$ cat src/rtl/iir_tdm_pkg.sv
// Shared definitions for the time-multiplexed biquad cascade: tap order,
// FSM states and fixed-point round/saturate helpers.
package iir_tdm_pkg;

  localparam int unsigned NUM_TAPS = 5;
  localparam int unsigned TAP_B0   = 0;
  localparam int unsigned TAP_B1   = 1;
  localparam int unsigned TAP_B2   = 2;
  localparam int unsigned TAP_A1   = 3;
  localparam int unsigned TAP_A2   = 4;

  typedef enum logic [1:0] {
    ST_IDLE = 2'd0,
    ST_MAC  = 2'd1,
    ST_WB   = 2'd2
  } state_t;

  // Three guard bits cover the sum of five full-precision products.
  function automatic int unsigned acc_w(input int unsigned data_w, input int unsigned coef_w);
    return data_w + coef_w + 3;
  endfunction

  function automatic logic signed [63:0] round_half_up(input logic signed [63:0] v,
                                                       input int unsigned frac);
    return (v + (64'sd1 <<< (frac - 1))) >>> frac;
  endfunction

  function automatic logic signed [63:0] sat_max(input int unsigned w);
    return (64'sd1 <<< (w - 1)) - 64'sd1;
  endfunction

  function automatic logic is_clip(input logic signed [63:0] v, input int unsigned w);
    return (v > sat_max(w)) || (v < (-sat_max(w) - 64'sd1));
  endfunction

  function automatic logic signed [63:0] saturate(input logic signed [63:0] v,
                                                  input int unsigned w);
    if (v > sat_max(w))
      return sat_max(w);
    else if (v < (-sat_max(w) - 64'sd1))
      return -sat_max(w) - 64'sd1;
    else
      return v;
  endfunction

endpackage

$ cat src/rtl/iir_tdm_mac.sv
// Shared multiply-accumulate: one signed product per enabled edge, with
// combinational round-half-up and saturation of the accumulator.
module iir_tdm_mac
  import iir_tdm_pkg::*;
#(
  parameter int unsigned DATA_W    = 18,
  parameter int unsigned COEF_W    = 18,
  parameter int unsigned COEF_FRAC = 16
) (
  input  logic                     clk,
  input  logic                     rst,
  input  logic                     en,
  input  logic                     load,
  input  logic                     sub,
  input  logic signed [DATA_W-1:0] data,
  input  logic signed [COEF_W-1:0] coef,
  output logic signed [DATA_W-1:0] y_c,
  output logic                     sat_c
);

  localparam int unsigned ACC_W  = acc_w(DATA_W, COEF_W);
  localparam int unsigned PROD_W = DATA_W + COEF_W;

  logic signed [PROD_W-1:0] prod;
  logic signed [ACC_W-1:0]  prod_ext;
  logic signed [ACC_W-1:0]  acc_base;
  logic signed [ACC_W-1:0]  acc;
  logic signed [63:0]       rnd;

  assign prod     = PROD_W'(data) * PROD_W'(coef);
  assign prod_ext = ACC_W'(prod);
  assign acc_base = load ? '0 : acc;

  // load starts a fresh section so no separate clear cycle is needed
  always_ff @(posedge clk or negedge rst) begin
    if (!rst)
      acc <= '0;
    else if (en)
      acc <= sub ? (acc_base - prod_ext) : (acc_base + prod_ext);
  end

  assign rnd   = round_half_up(64'(acc), COEF_FRAC);
  assign y_c   = DATA_W'(saturate(rnd, DATA_W));
  assign sat_c = is_clip(rnd, DATA_W);

endmodule

$ cat src/rtl/iir_cascade_tdm.sv
// Cascade of NUM_SEC Direct Form I biquads sharing one MAC; six edges per
// section (five taps plus write-back), programmable coefficients and bypass.
module iir_cascade_tdm
  import iir_tdm_pkg::*;
#(
  parameter int unsigned DIN_W     = 12,
  parameter int unsigned DATA_W    = 18,
  parameter int unsigned IN_SHIFT  = 6,
  parameter int unsigned COEF_W    = 18,
  parameter int unsigned COEF_FRAC = 16,
  parameter int unsigned NUM_SEC   = 7
) (
  input  logic                     clk,
  input  logic                     rst,
  input  logic [DIN_W-1:0]         din,
  input  logic                     din_valid,
  output logic                     din_ready,
  output logic signed [DATA_W-1:0] dout,
  output logic                     dout_valid,
  output logic                     dout_prevalid,
  input  logic                     coef_we,
  input  logic [7:0]               coef_addr,
  input  logic [COEF_W-1:0]        coef_wdata,
  input  logic [NUM_SEC-1:0]       bypass_mask,
  input  logic                     state_clr,
  output logic                     sat_flag
);

  localparam int unsigned NUM_COEF = NUM_SEC * NUM_TAPS;
  localparam int unsigned SEC_W    = (NUM_SEC > 1) ? $clog2(NUM_SEC) : 1;
  localparam int unsigned CIDX_W   = $clog2(NUM_COEF);
  localparam logic signed [COEF_W-1:0] COEF_ONE = COEF_W'(64'd1 << COEF_FRAC);

  state_t                     state;
  logic [SEC_W-1:0]           sec;
  logic [2:0]                 tap;
  logic signed [DATA_W-1:0]   cur_x;
  logic signed [COEF_W-1:0]   coef [NUM_COEF];
  logic signed [DATA_W-1:0]   x1 [NUM_SEC];
  logic signed [DATA_W-1:0]   x2 [NUM_SEC];
  logic signed [DATA_W-1:0]   y1 [NUM_SEC];
  logic signed [DATA_W-1:0]   y2 [NUM_SEC];

  logic [CIDX_W-1:0]          cidx;
  logic signed [DATA_W-1:0]   mac_data;
  logic                       mac_sub;
  logic signed [DATA_W-1:0]   mac_y_c;
  logic                       mac_sat_c;
  logic signed [DATA_W-1:0]   y_wb;
  logic                       accept;
  logic                       coef_wr_ok;
  logic                       bypass_cur;

  assign accept     = din_valid && din_ready && !state_clr;
  assign coef_wr_ok = coef_we && din_ready && (coef_addr < 8'(NUM_COEF));
  assign bypass_cur = bypass_mask[sec];
  assign y_wb       = bypass_cur ? cur_x : mac_y_c;

  // Operand select for the current tap of the current section
  always_comb begin
    cidx     = CIDX_W'(32'(sec) * NUM_TAPS + 32'(tap));
    mac_data = cur_x;
    mac_sub  = 1'b0;
    case (tap)
      3'(TAP_B1): mac_data = x1[sec];
      3'(TAP_B2): mac_data = x2[sec];
      3'(TAP_A1): begin
        mac_data = y1[sec];
        mac_sub  = 1'b1;
      end
      3'(TAP_A2): begin
        mac_data = y2[sec];
        mac_sub  = 1'b1;
      end
      default: mac_data = cur_x;
    endcase
  end

  iir_tdm_mac #(
    .DATA_W   (DATA_W),
    .COEF_W   (COEF_W),
    .COEF_FRAC(COEF_FRAC)
  ) u_mac (
    .clk  (clk),
    .rst  (rst),
    .en   (state == ST_MAC),
    .load (tap == 3'(TAP_B0)),
    .sub  (mac_sub),
    .data (mac_data),
    .coef (coef[cidx]),
    .y_c  (mac_y_c),
    .sat_c(mac_sat_c)
  );

  always_ff @(posedge clk or negedge rst) begin
    if (!rst) begin
      state         <= ST_IDLE;
      sec           <= '0;
      tap           <= '0;
      cur_x         <= '0;
      dout          <= '0;
      dout_valid    <= 1'b0;
      dout_prevalid <= 1'b0;
      din_ready     <= 1'b1;
      sat_flag      <= 1'b0;
      for (int unsigned k = 0; k < NUM_SEC; k++) begin
        x1[k] <= '0;
        x2[k] <= '0;
        y1[k] <= '0;
        y2[k] <= '0;
      end
      for (int unsigned i = 0; i < NUM_COEF; i++)
        coef[i] <= ((i % NUM_TAPS) == TAP_B0) ? COEF_ONE : '0;
    end else begin
      dout_valid    <= 1'b0;
      dout_prevalid <= 1'b0;
      if (coef_wr_ok)
        coef[CIDX_W'(coef_addr)] <= coef_wdata;

      if (state_clr) begin
        state     <= ST_IDLE;
        sec       <= '0;
        tap       <= '0;
        din_ready <= 1'b1;
        sat_flag  <= 1'b0;
        for (int unsigned k = 0; k < NUM_SEC; k++) begin
          x1[k] <= '0;
          x2[k] <= '0;
          y1[k] <= '0;
          y2[k] <= '0;
        end
      end else begin
        case (state)
          ST_IDLE: begin
            if (accept) begin
              cur_x     <= DATA_W'($signed(din)) <<< IN_SHIFT;
              din_ready <= 1'b0;
              sec       <= '0;
              tap       <= '0;
              state     <= ST_MAC;
            end
          end
          ST_MAC: begin
            tap <= tap + 3'd1;
            if (tap == 3'(NUM_TAPS - 1))
              state <= ST_WB;
          end
          ST_WB: begin
            // Bypassed sections keep their history frozen
            if (!bypass_cur) begin
              x2[sec] <= x1[sec];
              x1[sec] <= cur_x;
              y2[sec] <= y1[sec];
              y1[sec] <= y_wb;
              if (mac_sat_c)
                sat_flag <= 1'b1;
            end
            cur_x <= y_wb;
            if (sec == '0)
              dout_prevalid <= 1'b1;
            if (sec == SEC_W'(NUM_SEC - 1)) begin
              dout       <= y_wb;
              dout_valid <= 1'b1;
              din_ready  <= 1'b1;
              state      <= ST_IDLE;
            end else begin
              sec   <= sec + SEC_W'(1);
              tap   <= '0;
              state <= ST_MAC;
            end
          end
          default: state <= ST_IDLE;
        endcase
      end
    end
  end

endmodule
$ cat config.mk
export PLATFORM = sky130hd
export DESIGN_NAME = iir_cascade_tdm
export DESIGN_NICKNAME = d
export VERILOG_FILES = /design/src/rtl/iir_tdm_pkg.sv /design/src/rtl/iir_tdm_mac.sv /design/src/rtl/iir_cascade_tdm.sv
export SDC_FILE = /design/constraint.sdc
export NUM_CORES = 2
export LEC_CHECK = 0
export CAP_MARGIN = 20
export CORE_MARGIN = 2
export CORE_UTILIZATION = 59
export CTS_CLUSTER_SIZE = 24
export DETAILED_ROUTE_END_ITERATION = 7
export DONT_BUFFER_PORTS = 1
export PLACE_DENSITY = 0.86
export SKIP_LAST_GASP = 1
export SLEW_MARGIN = 20
export SYNTH_ARGS = -nofsm -noshare
export SYNTH_HDL_FRONTEND = slang
export SYNTH_SLANG_ARGS = --single-unit
$ cat constraint.sdc
create_clock -name clk -period 12.64 [get_ports clk]
set_input_delay 0.632 -clock clk [delete_from_list [all_inputs] [get_ports clk]]
set_output_delay 0.632 -clock clk [all_outputs]
set_load 0.02 [all_outputs]
==> summary by stage <==
STA
The clock period could shrink to 12.30 ns. For the final database, setup skew stands at 0.0446 ns. The total negative slack is 0 ns.

The number of slew-limit violations in the final report is 0. Final hold analysis gives a worst-case slack of -0.0351 ns. Based on the critical path, the design can be clocked at up to 81.3 MHz. Headroom to the max-slew limit came out at 0.187. The number of endpoints with negative hold slack in the final report was 20. The measured slew at the worst slew-check pin is 1.21 ns. The final period utilization is 0.973. Setup violations remaining at the end of the flow were counted as 0.

Place
After legalization and detailed placement, the total HPWL measured 137000 microns. The global placer's final weighted congestion is 0.990. Summing all placed instances gives a cell area of 0.0727 sq mm. The count of buffers added on input and output ports is 0.

Critical path
The required time of the worst setup path is 13.26 ns. The worst setup path is captured at a register. The worst setup path is launched from a register.

The top fanout value on the critical path is 18. The data arrival time of the critical path is 12.91 ns. The largest single stage delay on the critical path is 0.63 ns. The critical-path cell with the highest stage delay is sky130_fd_sc_hd__dfrtp_2. The critical path in this run is classified as register to register.

Floorplanning
In this run the vertical extent of the chip is 348 microns. For this configuration, the core starts out at a cell density of 0.594. Measured along the x axis, the die boundary spans 348 microns. The core region is 0.118 sq mm. The number of standard-cell rows in the floorplan is 126.

The die outline area is 0.121 sq mm. 72 I/O pins were placed.

Pwr
IR analysis of the VDD net gives a maximum drop of 0.131 mV. The leakage power summed over all cells is 0.0367 uW. The total power draw is 12400 uW. The power density relative to cell area is 160 mW/mm^2.

Finish
The synthesis-to-finish area growth is 10.5%. The total number of nets in the final design is 6667. In the final layout, the share of cells above drive strength 1 is 0.230. The final non-filler cell area is 0.0773 sq mm. The footprint of the flip-flops and latches is 0.0306 sq mm.

In the layout the commonest cells are 1210 x sky130_fd_sc_hd__dfrtp_1, 694 x sky130_fd_sc_hd__mux2_2, 668 x sky130_fd_sc_hd__nand2_1. The library cell used most frequently in the layout, excluding fill and tap cells, is sky130_fd_sc_hd__dfrtp_1. Once layout is complete, the utilization of the core stands at 0.656.

The fill cell total of the finished layout is 7940. The total area of multi-input combinational cells is 0.0367 sq mm.

Detailed routing
The routed layout has 54300 vias. The post-detailed-routing wire length is 226000 microns. The count of nets left with antenna violations once routing finished came out at 0.

The average via count per standard cell is 6.98. In the routed design, unresolved DRC markers number 11. The detailed-router iteration count before antenna repair is 8. The DRC marker count from the first detailed-route iteration is 7347.

Dividing the detail-routed wire length by the instance count gives 29.0 microns.

CTS
The root buffer cell chosen for the clock tree is sky130_fd_sc_hd__clkbuf_16. The TritonCTS clock tree is yes. The maximum level of the CTS H-tree is 3. In this run the deepest clock path goes through 3 buffers. Counting every sink on the clock net gives 1221. In this run, CTS created clock tree buffers numbering 118. The clock insertion delay at the later pin of the skew report is 0.79 ns.

Clock-pin slew was measured on the worst setup and hold paths at 0.06 ns.

Synth
The average instance in the mapped netlist occupies 11.4 sq um. The primary flip-flop cell chosen by synthesis mapping is sky130_fd_sc_hd__dfrtp_1. The flip-flop and latch count after synthesis is 1221.

In the synthesized netlist the async set-or-reset flop fraction comes to 1.00. The unique cell type count in the Yosys netlist is 80. The post-synthesis instance area is 0.0700 sq mm. Yosys mapped a number of flops with a built-in enable equal to 0. The synthesized instance count is 6152. Yosys printed 0 warnings. Counting every net in the synthesized netlist gives 6688. The sequential share of the synthesized area is 0.437.

Min path
The worst hold path belongs to the class input pin to asynchronous set/reset pin.

Status
The checks that failed: design-rule violations, negative hold slack. The flow ran to the end, but the final reports show violations.

GRT
The first global-routing pass estimated 342000 microns of wire. The via count of the first global-routing pass is 56700. The residual overflow from global routing is 0. Entering global routing, the biggest net connects 238 pins.

The number of antenna violations at the first check in global routing came to 7. The aggregate global-route resource usage is 0.372.

Flow run
Across the run, the number of max-cap violations was 0.
==> stage by stage <==
step	instances	worst slack, ns
3_3_place_gp	7496	0.785
4_1_cts	7758	0.412
3_5_place_dp	7506	0.597
2_1_floorplan	6152	0.923
5_1_grt	7772	-0.100
6_report	7774	0.341
==> synth_stat cells (85+ instances only) <==
cell	number	area share
sky130_fd_sc_hd__mux2_2	694	0.11
sky130_fd_sc_hd__o21ai_0	331	0.024
sky130_fd_sc_hd__inv_1	413	0.022
sky130_fd_sc_hd__a22oi_1	85	0.0091
sky130_fd_sc_hd__mux4_2	194	0.062
sky130_fd_sc_hd__a22o_1	249	0.031
sky130_fd_sc_hd__a21oi_1	248	0.018
sky130_fd_sc_hd__ha_1	154	0.028
sky130_fd_sc_hd__nand2_1	672	0.036
sky130_fd_sc_hd__dfrtp_1	1213	0.43
sky130_fd_sc_hd__clkbuf_1	367	0.020
sky130_fd_sc_hd__fa_1	332	0.095
sky130_fd_sc_hd__nor2_1	356	0.019
==> state kept, by name, indices dropped and copies added, names as in the netlist, 2 cells and up <==
register,cells
coef,630
cur_x,18
dout,18
sec,3
state,2
tap,3
u_mac.acc,39
x1,126
x2,126
y1,126
y2,126
==> worst max-delay path: cells and delay by family, from the launching register on <==
family                     cells  cell delay [ns]
AOI/OAI and AO/OA             12             3.33
xor gates and xnor gates       3             0.57
adders and majority gates      8             3.48
buffers and inverters          9             1.55
DFF                            1             0.63
muxes                          1             0.26
and+or+nand+nor               11             2.29
==> where the power goes <==
group          switching (uW)  internal (uW)  leakage [uW]  total, uW
clock                    1640           2100       0.00201       3740
combinational            2820           1570        0.0178       4380
sequential                217           4040        0.0169       4260
total                    4680           7710        0.0367      12400
==> area by class of cell <==
class	count	area share
timing repair buffer	277	0.0320
sequential	1221	0.395
clock inverter	40	0.00659
inverter	415	0.0201
multi-input combinational	4098	0.475
tap	1536	0.0249
antenna	5	0.000162
clock buffer	182	0.0462
==> per-layer routing <==
metal | global-route usage | up-vias | routed length, microns
li1 | - | 21500 | -
met1 | 0.449 | 27000 | 75300
met2 | 0.563 | 4421 | 100000
met3 | 0.121 | 1372 | 30000
met4 | 0.272 | 12 | 19800
met5 | 0.00680 | - | 218
==> cells by family (layout without fill, tap and decap cells) <==
| kind of cell | after synthesis | in the layout | synth area share |
|---|---|---|---|
| compound gates | 1201 | 1201 | 0.114 |
| xor+xnor | 115 | 115 | 0.0144 |
| fa+ha+maj | 486 | 486 | 0.123 |
| buf+inv | 833 | 914 | 0.0449 |
| flops | 1221 | 1221 | 0.437 |
| mux | 972 | 972 | 0.186 |
| other cells | 0 | 5 | 0 |
| simple gates | 1324 | 1324 | 0.0811 |
==> timing repair <==
action / in CTS / in global routing
gates resized for setup: 0 / 8
buffers inserted: 0 / 1
hold endpoints to repair: 146 / 9
setup endpoints to repair: 0 / 6
hold buffers: 30 / 9
==> final timing paths <==
path                                    start  cells after the start                        end  slack (ns)
max reg2reg                sec[0]$_DFFE_PN0P_                     44  u_mac.acc[38]$_DFFE_PN0P_        0.34
min reg2reg                x2[64]$_DFFE_PN0P_                      2         x2[64]$_DFFE_PN0P_        0.48
min in group clk               coef_wdata[17]                      1      coef[215]$_DFFE_PN0P_        0.01
min                                       rst                      1        y2[105]$_DFFE_PN0P_       -0.04
max                        sec[0]$_DFFE_PN0P_                     44  u_mac.acc[38]$_DFFE_PN0P_        0.34
max in group asynchronous                 rst                      4      coef[422]$_DFFE_PN0P_        9.90
(Power assumes the default switching activity.)
